===== config.mk =====
export PLATFORM = sky130hd
export DESIGN_NAME = display_scheduler
export DESIGN_NICKNAME = d
export VERILOG_FILES = /design/src/rtl/disp_pkg.sv /design/src/rtl/display_scheduler_rr_arbiter.sv /design/src/rtl/display_scheduler.sv
export SDC_FILE = /design/constraint.sdc
export NUM_CORES = 1
export LEC_CHECK = 0
export ABC_AREA = 1
export BUFFER_PORTS_ARGS = -buffer_cell sky130_fd_sc_hd__buf_4
export CAP_MARGIN = 20
export CORE_MARGIN = 1
export CORE_UTILIZATION = 24
export CTS_CLUSTER_SIZE = 40
export DETAILED_ROUTE_END_ITERATION = 12
export MAX_ROUTING_LAYER = met4
export PLACE_DENSITY = 0.46
export SYNTH_ARGS = -nofsm -noshare
export SYNTH_HDL_FRONTEND = slang
export SYNTH_SLANG_ARGS = --single-unit

===== constraint.sdc =====
create_clock -name clk -period 2.8 [get_ports clk]
set_input_delay 0.14 -clock clk [delete_from_list [all_inputs] [get_ports clk]]
set_output_delay 0.14 -clock clk [all_outputs]
set_load 0.05 [all_outputs]

===== src/rtl/disp_pkg.sv =====
// disp_pkg: shared digit/word widths, scheduler state encoding and blank-mask helper.
// Latency: n/a (types and constants only).
// Backpressure: n/a.
package disp_pkg;

  localparam int DIGIT_W = 4;
  localparam int WORD_W  = 16;
  localparam int NDIGITS = 4;

  typedef enum logic [1:0] {IDLE, SHOW, GAP} disp_state_t;

  typedef logic [WORD_W-1:0]  disp_word_t;
  typedef logic [NDIGITS-1:0] disp_mask_t;

  localparam disp_mask_t BLANK_ALL = '1;

  // Leading-zero mask: a digit is off only if it and every more significant digit are zero.
  // Digit 0 always stays lit so a zero word still shows "0".
  function automatic disp_mask_t lz_blank_mask(input disp_word_t w);
    disp_mask_t m;
    m[3] = (w[15:12] == 4'h0);
    m[2] = m[3] & (w[11:8] == 4'h0);
    m[1] = m[2] & (w[7:4] == 4'h0);
    m[0] = 1'b0;
    return m;
  endfunction

endpackage


===== src/rtl/display_scheduler_rr_arbiter.sv =====
// rr_arbiter: round-robin pick of the first requester after ptr, wrapping modulo N.
// Latency: 0 (purely combinational).
// Backpressure: none; the caller decides when to consume the result.
module rr_arbiter #(
  parameter int N = 4
) (
  input  logic [N-1:0]         req,
  input  logic [$clog2(N)-1:0] ptr,
  output logic [N-1:0]         grant,
  output logic [$clog2(N)-1:0] idx,
  output logic                 any
);

  localparam int IW = $clog2(N);

  // Walk ptr+1 .. ptr+N (mod N); the first set request wins.
  always_comb begin
    int            j;
    logic [IW-1:0] jj;
    grant = '0;
    idx   = '0;
    any   = 1'b0;
    j     = 0;
    jj    = '0;
    for (int k = 1; k <= N; k++) begin
      j = int'(ptr) + k;
      if (j >= N) j = j - N;
      jj = IW'(j);
      if (!any && req[jj]) begin
        any       = 1'b1;
        grant[jj] = 1'b1;
        idx       = jj;
      end
    end
  end

endmodule


===== src/rtl/display_scheduler.sv =====
// display_scheduler: round-robin time-share of the 4-digit hex display with min dwell and blank gap.
// Latency: 1 clk from src_req/src_data to registered digits, blank mask and grant.
// Backpressure: none; requests are level-held and simply wait out the current dwell and gap.
// Build option: define DISP_LZ_BLANK_EN to blank leading zero digits while a source is shown.
module display_scheduler
  import disp_pkg::*;
#(
  parameter int NSRC         = 4,
  parameter int DWELL_CYCLES = 50_000_000,
  parameter int BLANK_CYCLES = 5_000_000
) (
  input  logic                    clk,
  input  logic                    rst_n,
  input  logic [NSRC-1:0]         src_req,
  input  logic [WORD_W*NSRC-1:0]  src_data,
  output logic [DIGIT_W-1:0]      d0,
  output logic [DIGIT_W-1:0]      d1,
  output logic [DIGIT_W-1:0]      d2,
  output logic [DIGIT_W-1:0]      d3,
  output logic [NDIGITS-1:0]      blank,
  output logic [NSRC-1:0]         grant,
  output logic [$clog2(NSRC)-1:0] active_idx,
  output logic                    busy
);

  localparam int IW      = $clog2(NSRC);
  localparam int CNT_MAX = (DWELL_CYCLES > BLANK_CYCLES) ? DWELL_CYCLES : BLANK_CYCLES;
  localparam int CW      = $clog2(CNT_MAX);
  localparam logic [CW-1:0] DWELL_LOAD = CW'(DWELL_CYCLES - 1);
  localparam logic [CW-1:0] BLANK_LOAD = CW'(BLANK_CYCLES - 1);

  disp_state_t     state_q, state_nxt;
  logic [CW-1:0]   cnt_q, cnt_nxt;
  logic [IW-1:0]   ptr_q, ptr_nxt, idx_nxt;
  disp_word_t      word_q, word_nxt, cur_word, win_word;
  disp_mask_t      blank_nxt, show_mask;
  logic [NSRC-1:0] grant_nxt, arb_grant;
  logic [IW-1:0]   arb_idx;
  logic            arb_any;
  logic            take_grant;

  rr_arbiter #(.N(NSRC)) u_arb (
    .req   (src_req),
    .ptr   (ptr_q),
    .grant (arb_grant),
    .idx   (arb_idx),
    .any   (arb_any)
  );

  assign cur_word = src_data[WORD_W*active_idx +: WORD_W];
  assign win_word = src_data[WORD_W*arb_idx +: WORD_W];

  // Mask is taken from the digits about to be registered, so blank and dN stay aligned.
`ifdef DISP_LZ_BLANK_EN
  assign show_mask = lz_blank_mask(word_nxt);
`else
  assign show_mask = '0;
`endif

  // Next-state: IDLE/GAP hand out grants, SHOW tracks data live until dwell expiry or drop.
  always_comb begin
    state_nxt  = state_q;
    cnt_nxt    = cnt_q;
    ptr_nxt    = ptr_q;
    word_nxt   = word_q;
    grant_nxt  = grant;
    idx_nxt    = active_idx;
    take_grant = 1'b0;
    unique case (state_q)
      IDLE: begin
        take_grant = arb_any;
      end
      SHOW: begin
        // Leave on an early drop, or at dwell end if anyone else is waiting (or nobody at all).
        if (!src_req[active_idx] || (cnt_q == '0 && (src_req & ~grant) != '0)) begin
          state_nxt = GAP;
          cnt_nxt   = BLANK_LOAD;
          grant_nxt = '0;
        end else begin
          word_nxt = cur_word;
          cnt_nxt  = (cnt_q == '0) ? DWELL_LOAD : cnt_q - 1'b1;
        end
      end
      GAP: begin
        // The gap always runs its full length; late requests wait for the re-arbitration.
        if (cnt_q != '0) begin
          cnt_nxt = cnt_q - 1'b1;
        end else if (arb_any) begin
          take_grant = 1'b1;
        end else begin
          state_nxt = IDLE;
        end
      end
      default: state_nxt = IDLE;
    endcase
    if (take_grant) begin
      state_nxt = SHOW;
      grant_nxt = arb_grant;
      idx_nxt   = arb_idx;
      ptr_nxt   = arb_idx;
      cnt_nxt   = DWELL_LOAD;
      word_nxt  = win_word;
    end
    blank_nxt = (state_nxt == SHOW) ? show_mask : BLANK_ALL;
  end

  // State, counter, rr pointer and all output registers.
  always_ff @(posedge clk or negedge rst_n) begin
    if (!rst_n) begin
      state_q    <= IDLE;
      cnt_q      <= '0;
      ptr_q      <= IW'(NSRC - 1);
      word_q     <= '0;
      blank      <= BLANK_ALL;
      grant      <= '0;
      active_idx <= '0;
      busy       <= 1'b0;
    end else begin
      state_q    <= state_nxt;
      cnt_q      <= cnt_nxt;
      ptr_q      <= ptr_nxt;
      word_q     <= word_nxt;
      blank      <= blank_nxt;
      grant      <= grant_nxt;
      active_idx <= idx_nxt;
      busy       <= (state_nxt != IDLE);
    end
  end

  assign d0 = word_q[0*DIGIT_W +: DIGIT_W];
  assign d1 = word_q[1*DIGIT_W +: DIGIT_W];
  assign d2 = word_q[2*DIGIT_W +: DIGIT_W];
  assign d3 = word_q[3*DIGIT_W +: DIGIT_W];

endmodule


==> impl.org, run 1 <==
** Outcome
- The flow ran to the end, and the final reports show no timing, DRC or antenna violations.

** Finish
- Share of cells above drive strength 1 :: a little under a quarter
- 0 antenna diodes ended up in the layout.
- In the final layout, flip-flops and latches occupy roughly 0.0014 mm².
- Multi-input gate area in the final layout :: 0.00220 mm²
- Area growth from synthesis to layout :: 28.3%
- Counting the fill cells in the layout gives roughly 1,700.
- In the final design database the tool counted between 700 and 800 nets.
- Area of all placed cells without fillers :: just over 0.005 mm²

** Routing
- For this run, design rule violations remaining after detail routing come to 0.
- Number of nets still failing antenna checks after routing :: 0
- After detailed routing, no signal wire sits above met4.
- The detailed router put a total of ~5400 µm of wire on met1.
- Wire length after detailed routing :: 11,600 µm
- Final routed wire length divided by cell count :: 13.3 µm
- The first TritonRoute pass finished after 4 iterations.
- Number of DRC violations after detailed-routing iteration 0 :: between 200 and 300
- Using the TritonRoute via totals, the vias-per-cell ratio works out to 4.56.
- The routed layout has ~4,000 vias.
- Wire segments on met2 add up to 5340 µm in the final route.
- Met3 routed WL :: 627 µm

** Global route
- In the global route stage, overall resource usage came out at between 10% and 20%.
- The first global-routing pass estimated ~20,000 µm of wire.
- Entering global routing, the biggest net connects 55 pins.
- Number of global-route vias before repair :: 4,006
- The total overflow left after global routing is 0.
- The initial antenna violation count is 0.

** Critical path
- In this run the worst path has a maximum fanout of 32.
- The setup path with the least slack is of type reg -> reg.
- STA puts the critical path data arrival time at between 2000 and 3000 ps.
- STA classifies the critical path endpoint as a register.
- Worst EP required :: 2990 ps
- The critical path starts at ptr_q[1]$_DFFE_PN1P_.
- In this run the critical register-to-register path is launched from ptr_q[1]$_DFFE_PN1P_.
- The worst setup path is launched from a register.

** Floorplanning
- The floorplan step set the die height to approximately 130 µm.
- The floorplan step defined a die boundary enclosing 0.0169 mm².
- The core region is approximately 0.016 mm².
- Die extent in x :: 130 µm
- For this design the top-level I/O count stands at 97.
- The floorplan has 46 rows.
- Initial core utilization :: 24.6%

** CTS
- Buffers inserted during clock tree synthesis total 5.
- Maximum count of clock buffers along a single path :: 2
- TritonCTS built the clock tree.
- Clock H-tree levels :: 2
- The tree built by TritonCTS fans out to 54 sinks.
- The clock reaches the later pin of the worst-skew pair after 300 ps.
- Cell at the root of the clock tree :: sky130_fd_sc_hd__clkbuf_16
- Clock-pin slew was measured on the worst setup and hold paths at 70 ps.

** Synthesis
- Warnings, synthesis :: 0
- Most common library cells after synthesis :: sky130_fd_sc_hd__nand2_1 (155), sky130_fd_sc_hd__nand3_1 (103), sky130_fd_sc_hd__inv_1 (57), sky130_fd_sc_hd__dfrtp_1 (51), sky130_fd_sc_hd__nor2_1 (40)
- sky130_fd_sc_hd__dfrtp_1 takes more of the synthesized area than any other cell.
- Synthesized flop and latch total :: 54
- Measured against the total synthesized area, the mux share comes to 0%.
- The synthesized netlist devotes about 8.4% of its cell area to compound gates.
- The synthesized netlist contains 39 unique library cells.
- Asr flop ratio synth :: 100%
- The most used flip-flop cell after synthesis is sky130_fd_sc_hd__dfrtp_1.
- Sequential share of the synthesized area :: 34.5%
- A synthesized cell averages 6.98 µm².
- In this run, synthesis inferred 0 flip-flops with an integrated enable.
- Leading cell type by number of instances after synthesis :: sky130_fd_sc_hd__nand2_1
- Instance count of the mapped netlist :: 562
- Xor/xnor share of the synthesized area :: 2.68%
- Of the total synthesized cell area, the portion taken by full adders, half adders and majority gates is 3.19%.
- Ranked by total cell area, the synthesized netlist is headed by sky130_fd_sc_hd__dfrtp_1 (33%), sky130_fd_sc_hd__nand2_1 (15%), sky130_fd_sc_hd__nand3_1 (13%), sky130_fd_sc_hd__inv_1 (5.5%), sky130_fd_sc_hd__nor2_1 (3.8%).
- The number of nets handed over by synthesis was between 600 and 700.
- After synthesis, the largest area contributor takes up 32.5% of total cell area.
- After synthesis, the largest family of logic cells by area is simple AND/OR/NAND/NOR gates.
- Of the total synthesized cell area, the portion taken by AND, OR, NAND and NOR gates is 41.5%.
- Netlist area before placement :: 0.00393 mm²

** STA
- In this run the tightest slew margin relative to its limit is approximately half.
- Max Fclk :: 392 MHz
- Actual slew at the worst max-slew pin :: approximately 730 ps
- Dividing the final minimum period by the clock period gives 91.1%.
- Setup repair after global routing left no endpoint under its margin.
- Final clock skew :: around 8.0 ps
- Shortest period the worst path allows :: 2550 ps
- Setup violators final :: 0
- Summed over all failing endpoints, the final setup total negative slack is 0 ps.
- Worst hold slack :: 161 ps
- The final hold violation count was 0.
- The max-slew violation count was 0.

** Placed design
- Summed over all nets, the half-perimeter wirelength after detailed placement is slightly below 9000 µm.
- Final weighted congestion in routability-driven placement :: 0.837
- The count of buffers added on input and output ports is 96.
- Summing all placed instances gives a cell area of 0.00481 mm².

** Job
- Reported max-cap violation count :: 0

** Worst hold path
- The min-delay analysis places its worst path in the category in -> reg.
- In this run the most critical hold path is launched from src_data[47].

** Power and ir drop
- Power per cell area :: 1300 mW/mm²
- Leak :: about 0.0025 µW
- IR analysis of the VDD net gives a maximum drop of 466 µV.
-- flip-flops by register name, summed over array words and instances (netlist names) --
signal and flops:
cnt_q 26, word_q 16, grant 4, active_idx 2, ptr_q 2, state_q 2, blank 1, busy 1
-- cell type report --
class / count / area share (%)
Inverter: 62 / 4.75
Tap cell: 216 / 5.37
Sequential cell: 54 / 27.0
Multi-Input combinational cell: 425 / 43.7
Clock inverter: 1 / 0.149
Clock buffer: 7 / 2.63
Timing Repair Buffer: 109 / 16.5
-- worst max-delay path, stage by stage (launching register included) --
cell and delay [ps]:
sky130_fd_sc_hd__dfstp_2 610, sky130_fd_sc_hd__clkinvlp_4 180, sky130_fd_sc_hd__ha_1 360, sky130_fd_sc_hd__inv_1 100, sky130_fd_sc_hd__nand2_1 80, sky130_fd_sc_hd__nand2_2 130
sky130_fd_sc_hd__inv_1 60, sky130_fd_sc_hd__nand2_2 80, sky130_fd_sc_hd__nand3_1 80, sky130_fd_sc_hd__nand2_1 150, sky130_fd_sc_hd__nand2_4 100, sky130_fd_sc_hd__buf_8 180
sky130_fd_sc_hd__nand3_1 80, sky130_fd_sc_hd__nand3_1 80, sky130_fd_sc_hd__nand3_1 100, sky130_fd_sc_hd__nand2_1 60
-- final timing paths --
kind                                                   to  slack (ps)  depth (start not counted)
worst max-delay path               word_q[10]$_DFFE_PN0P_         250                         15
worst min-delay path               word_q[15]$_DFFE_PN0P_         160                          5
worst max register to register     word_q[10]$_DFFE_PN0P_         250                         15
worst min register to register      word_q[6]$_DFFE_PN0P_         490                          2
max in group asynchronous       active_idx[0]$_DFFE_PN0P_        1860                          2
min in group asynchronous            grant[3]$_DFFE_PN0P_         470                          2
-- metrics by stage --
step                      setup slack (ps)  utilization, %  total power [µW]  std cells
after global routing                  4.97            31.6              7210        874
after CTS                              158            31.1              6480        867
final                                  250            31.6              6550        874
after detailed placement               177            30.2              5830        858
after global placement                 301            30.2              5810        858
after floorplan                        593               -              4840        562
-- what timing repair did --
item | 4_1_cts | 5_1_grt
resized for setup | 0 | 5
hold endpoints to repair | 51 | 0
endpoints found under the setup margin | 0 | 16
hold buffers | 1 | 0
setup buffers | 0 | 7
-- layout by cell type (no fill, tap or decap), types with 3 or more instances in the layout --
| master | instances |
|---|---|
| sky130_fd_sc_hd__o21ai_0 | 23 |
| sky130_fd_sc_hd__nor2_1 | 40 |
| sky130_fd_sc_hd__dfrtp_1 | 51 |
| sky130_fd_sc_hd__o22ai_1 | 3 |
| sky130_fd_sc_hd__xor2_1 | 12 |
| sky130_fd_sc_hd__inv_1 | 56 |
| sky130_fd_sc_hd__nor2_2 | 7 |
| sky130_fd_sc_hd__nand3_1 | 103 |
| sky130_fd_sc_hd__a21oi_1 | 13 |
| sky130_fd_sc_hd__ha_1 | 10 |
| sky130_fd_sc_hd__nor2_4 | 3 |
| sky130_fd_sc_hd__nand2_2 | 8 |
| sky130_fd_sc_hd__buf_4 | 107 |
| sky130_fd_sc_hd__nand2_4 | 6 |
| sky130_fd_sc_hd__nor4_1 | 5 |
| sky130_fd_sc_hd__nand3_2 | 4 |
| sky130_fd_sc_hd__nand4_1 | 4 |
| sky130_fd_sc_hd__nor3_1 | 4 |
| sky130_fd_sc_hd__o2111ai_1 | 3 |
| sky130_fd_sc_hd__nand2_1 | 155 |
| sky130_fd_sc_hd__inv_2 | 3 |
| sky130_fd_sc_hd__a22oi_1 | 8 |
| sky130_fd_sc_hd__clkbuf_16 | 5 |
-- metal layers --
layer	track usage [%]	vias up
met5	-	-
met4	4.31	0
met3	2.42	13
met2	25.4	136
met1	19.7	1814
li1	-	2020
-- logic make-up (layout without fill, tap and decap cells) --
family / Yosys count / in the layout
flip-flops: 54 / 54
buffers and inverters: 83 / 179
AND/OR/NAND/NOR: 347 / 347
XOR/XNOR: 12 / 12
AO/OA/AOI/OAI: 56 / 56
adder cells (fa/ha/maj): 10 / 10
-- power by group --
group / leakage [µW] / internal (µW) / switching [µW]
Sequential: 0.000620 / 1140 / 275
Clock: 0.0000641 / 334 / 291
Combinational: 0.00181 / 1430 / 3080
Total: 0.00249 / 2910 / 3640
No activity file was read; power rests on OpenSTA's default activity.
==> run 2, diff against run 1 <==
--- a/config.mk
+++ b/config.mk
@@ -8,6 +8,7 @@
 export ABC_AREA = 1
 export BUFFER_PORTS_ARGS = -buffer_cell sky130_fd_sc_hd__buf_4
 export CAP_MARGIN = 20
+export CORE_ASPECT_RATIO = 1.2
 export CORE_MARGIN = 1
 export CORE_UTILIZATION = 24
 export CTS_CLUSTER_SIZE = 40
==> run 2 against run 1 <==
- combinational power about the same
- critical path depth unchanged
- flip-flop and latch count unchanged
- sequential share of layout area down 0.061 points
- die area about the same
- register-to-register slack about the same
- design area about the same
- fmax down 0.34%
- global-route usage down 1.1 points
- largest power group unchanged
- highest routed layer unchanged
==> impl.org, run 2 (same netlist as run 1, synthesis figures left out) <==
** Outcome
- The run finished with clean final reports.

** Global route
- The initial antenna violation count came to 0 (unchanged).
- The first-pass GRT wire length came to 19,200 µm (-3.8%).
- Number of global-route vias before repair :: 3,911 (-2.4%)
- The largest net degree at the start of global routing came to 55 (unchanged).
- Remaining global-route overflow :: 0 (unchanged)
- The global routing usage summed across all routing layers came to 14.3% (-1.1 points).

** Critical path
- The worst endpoint data arrival time came to 2750 ps (about the same).
- Worst EP required :: 2990 ps (about the same)
- The critical path in this run is classified as reg -> reg.
- The biggest fanout along the worst timing path was 32 (unchanged).
- STA classifies the critical path startpoint as a register.
- STA classifies the critical path endpoint as a register.

** Worst hold path
- Worst min path class :: in -> reg

** Placed design
- # port buffers :: 96 (unchanged)
- HPWL after detailed placement :: 8610 µm (-1.5%)
- The weighted congestion at the end of routability-driven global placement came to 0.814 (-2.7%).

** Floorplanning
- The vertical die dimension was 142 µm (+9.4%).
- The I/O pin count was 97 (unchanged).
- Core Region :: 0.0158 mm² (-1.1%)
- The initial cell density of the core was 24.9% (+0.28 points).
- The number of core rows was 50 (+8.7%).
- The horizontal die dimension was 119 µm (-8.6%).
- Die outline area :: 0.0169 mm² (about the same)

** Routing
- The total detailed-routing wirelength is 11,200 µm (-3.2%).
- The number of DRC violations after detailed routing was 0 (unchanged).
- The number of search-and-repair iterations in the first detailed-routing pass was 4 (unchanged).
- Detailed-route via count :: 3,920 (-1.6%)
- Number of nets still failing antenna checks after routing :: 0 (unchanged)
- Via density per instance :: 4.54 (-0.33%)
- Final routed wire length divided by cell count :: 13.0 µm (-2.0%)
- Number of DRC violations after detailed-routing iteration 0 :: 166 (-34%)

** Power and ir drop
- The static leakage power was 0.00250 µW (+0.47%).
- The power density over cell area came to 1320 mW/mm² (+1.4%).
- Total power of the final layout :: 6640 µW (+1.4%)
- The maximum VDD drop was 514 µV (+10%).

** Finish
- Most common library cell in the layout ignoring fill and taps :: sky130_fd_sc_hd__nand2_1
- Share of cells above drive strength 1 :: 23.1% (-0.20 points)
- Regs by FF count :: cnt_q x26, word_q x16, grant x4
- The number of antenna repair diodes is 0 (unchanged).
- Post-layout net count :: 734 (-0.41%)
- The number of flip-flops under the largest register name came to 26 (unchanged).
- In the layout the commonest cells are sky130_fd_sc_hd__nand2_1 (155), sky130_fd_sc_hd__buf_4 (104), sky130_fd_sc_hd__nand3_1 (103), sky130_fd_sc_hd__inv_1 (57), sky130_fd_sc_hd__dfrtp_1 (51).
- Area taken by flip-flops and latches :: 0.00136 mm² (-0.28%)
- Largest register by flop count :: cnt_q
- Area growth from synthesis to layout :: 28.2% (about the same)
- The final standard cell utilization of the core came to 31.9% (+0.34 points).
- The number of fill cells in the layout was 1,761 (+2.9%).
- The area of the multi-input gates was 0.00220 mm² (unchanged).

** STA
- Final hold vios :: 0 (unchanged)
- Sum of negative setup slack :: 0 ps (unchanged)
- The slew at the pin closest to its max-slew limit came to 723 ps (-5.82 ps).
- Fin. max-slew vios :: 0 (unchanged)
- Final clock skew :: 11.4 ps (+3.40 ps)
- The upper clock frequency limit came to 391 MHz (-0.34%).
- Setup violators final :: 0 (unchanged)
- The portion of the clock cycle consumed by the worst path in the final layout was 91.4% (+0.31 points).
- Setup repair after global routing missed its margin :: false
- The remaining max-slew budget at the tightest pin came to 51.8% (+0.39 points).
- Shortest period the worst path allows :: 2560 ps (+8.72 ps)

** CTS
- The count of buffers added by post-CTS timing repair for setup is 0 (unchanged).
- The depth of the CTS H-tree came to 2 (unchanged).
- CTS sink count :: 54 (unchanged)
- TritonCTS built the clock tree.
- The number of buffers added by the clock tree synthesis step came to 5 (unchanged).
- Cell at the root of the clock tree :: sky130_fd_sc_hd__clkbuf_16
- The clock input transition at the sequential cells of the worst setup and hold paths came to 80 ps (about the same).
- The clock insertion delay at the later pin of the skew report is 300 ps (about the same).
- The maximum buffer depth of the clock tree was 2 (unchanged).

** Job
- Reported max-cap violation count :: 0 (unchanged)
==> run 2: repair_timing <==
action	in CTS	in global routing
endpoints found under the setup margin	0	14
resized for setup	0	3
endpoints found under the hold margin	51	0
hold buffers	1	0
==> run 2: power breakdown <==
group          leakage, µW  total (µW)  switching (µW)  internal (µW)
combinational      0.00179        4510            3090           1420
sequential        0.000620        1370             237           1130
clock            0.0000875         760             309            451
total              0.00250        6640            3640           3000
==> run 2: final cells by class <==
type | count | area share, %
sequential | 54 | 26.9
clock buffer | 6 | 2.76
inverter | 62 | 4.67
tap | 208 | 5.17
multi-input combinational | 425 | 43.7
clock inverter | 2 | 0.771
timing repair buffer | 106 | 16.0
==> run 2: final timing paths <==
path	end	from	depth (start not counted)	slack, ps
max	word_q[13]$_DFFE_PN0P_	ptr_q[1]$_DFFE_PN1P_	15	240
min	word_q[10]$_DFFE_PN0P_	src_data[42]	5	160
max reg2reg	word_q[13]$_DFFE_PN0P_	ptr_q[1]$_DFFE_PN1P_	15	240
min reg2reg	word_q[10]$_DFFE_PN0P_	word_q[10]$_DFFE_PN0P_	2	490
max in group asynchronous	word_q[13]$_DFFE_PN0P_	rst_n	2	1880
min in group asynchronous	cnt_q[20]$_DFFE_PN0P_	rst_n	2	450
==> run 2: per-layer routing <==
metal | up-vias | share of wire (%) | global-route usage [%] | wire, µm
li1 | 2012 | - | - | -
met5 | - | 0 | - | 0
met2 | 121 | 48 | 23.9 | 5410
met1 | 1775 | 46 | 18.2 | 5160
met4 | 0 | 1.6 | 4.06 | 180
met3 | 12 | 4.2 | 1.80 | 471
==> run 2: critical path: stages (launching register included) <==
cell	delay [ps]
sky130_fd_sc_hd__dfstp_2	610
sky130_fd_sc_hd__inv_1	170
sky130_fd_sc_hd__ha_1	370
sky130_fd_sc_hd__inv_1	90
sky130_fd_sc_hd__nand2_1	80
sky130_fd_sc_hd__nand2_2	130
sky130_fd_sc_hd__inv_1	70
sky130_fd_sc_hd__nand2_2	80
sky130_fd_sc_hd__nand3_1	80
sky130_fd_sc_hd__nand2_1	130
sky130_fd_sc_hd__nand2_4	90
sky130_fd_sc_hd__buf_8	180
sky130_fd_sc_hd__nand3_1	80
sky130_fd_sc_hd__nand3_1	110
sky130_fd_sc_hd__nand3_1	120
sky130_fd_sc_hd__nand2_1	50
==> run 2: metrics by stage <==
step                      hold WS, ps  cells  worst slack [ps]  cell area [µm²]
final                             155    863               241             5030
after global routing              176    863              7.65             5030
after CTS                         150    863               164             5020
after detailed placement          268    854               182             4830
after global placement            264    854               269             4830
after floorplan                  -156    562               593             3930
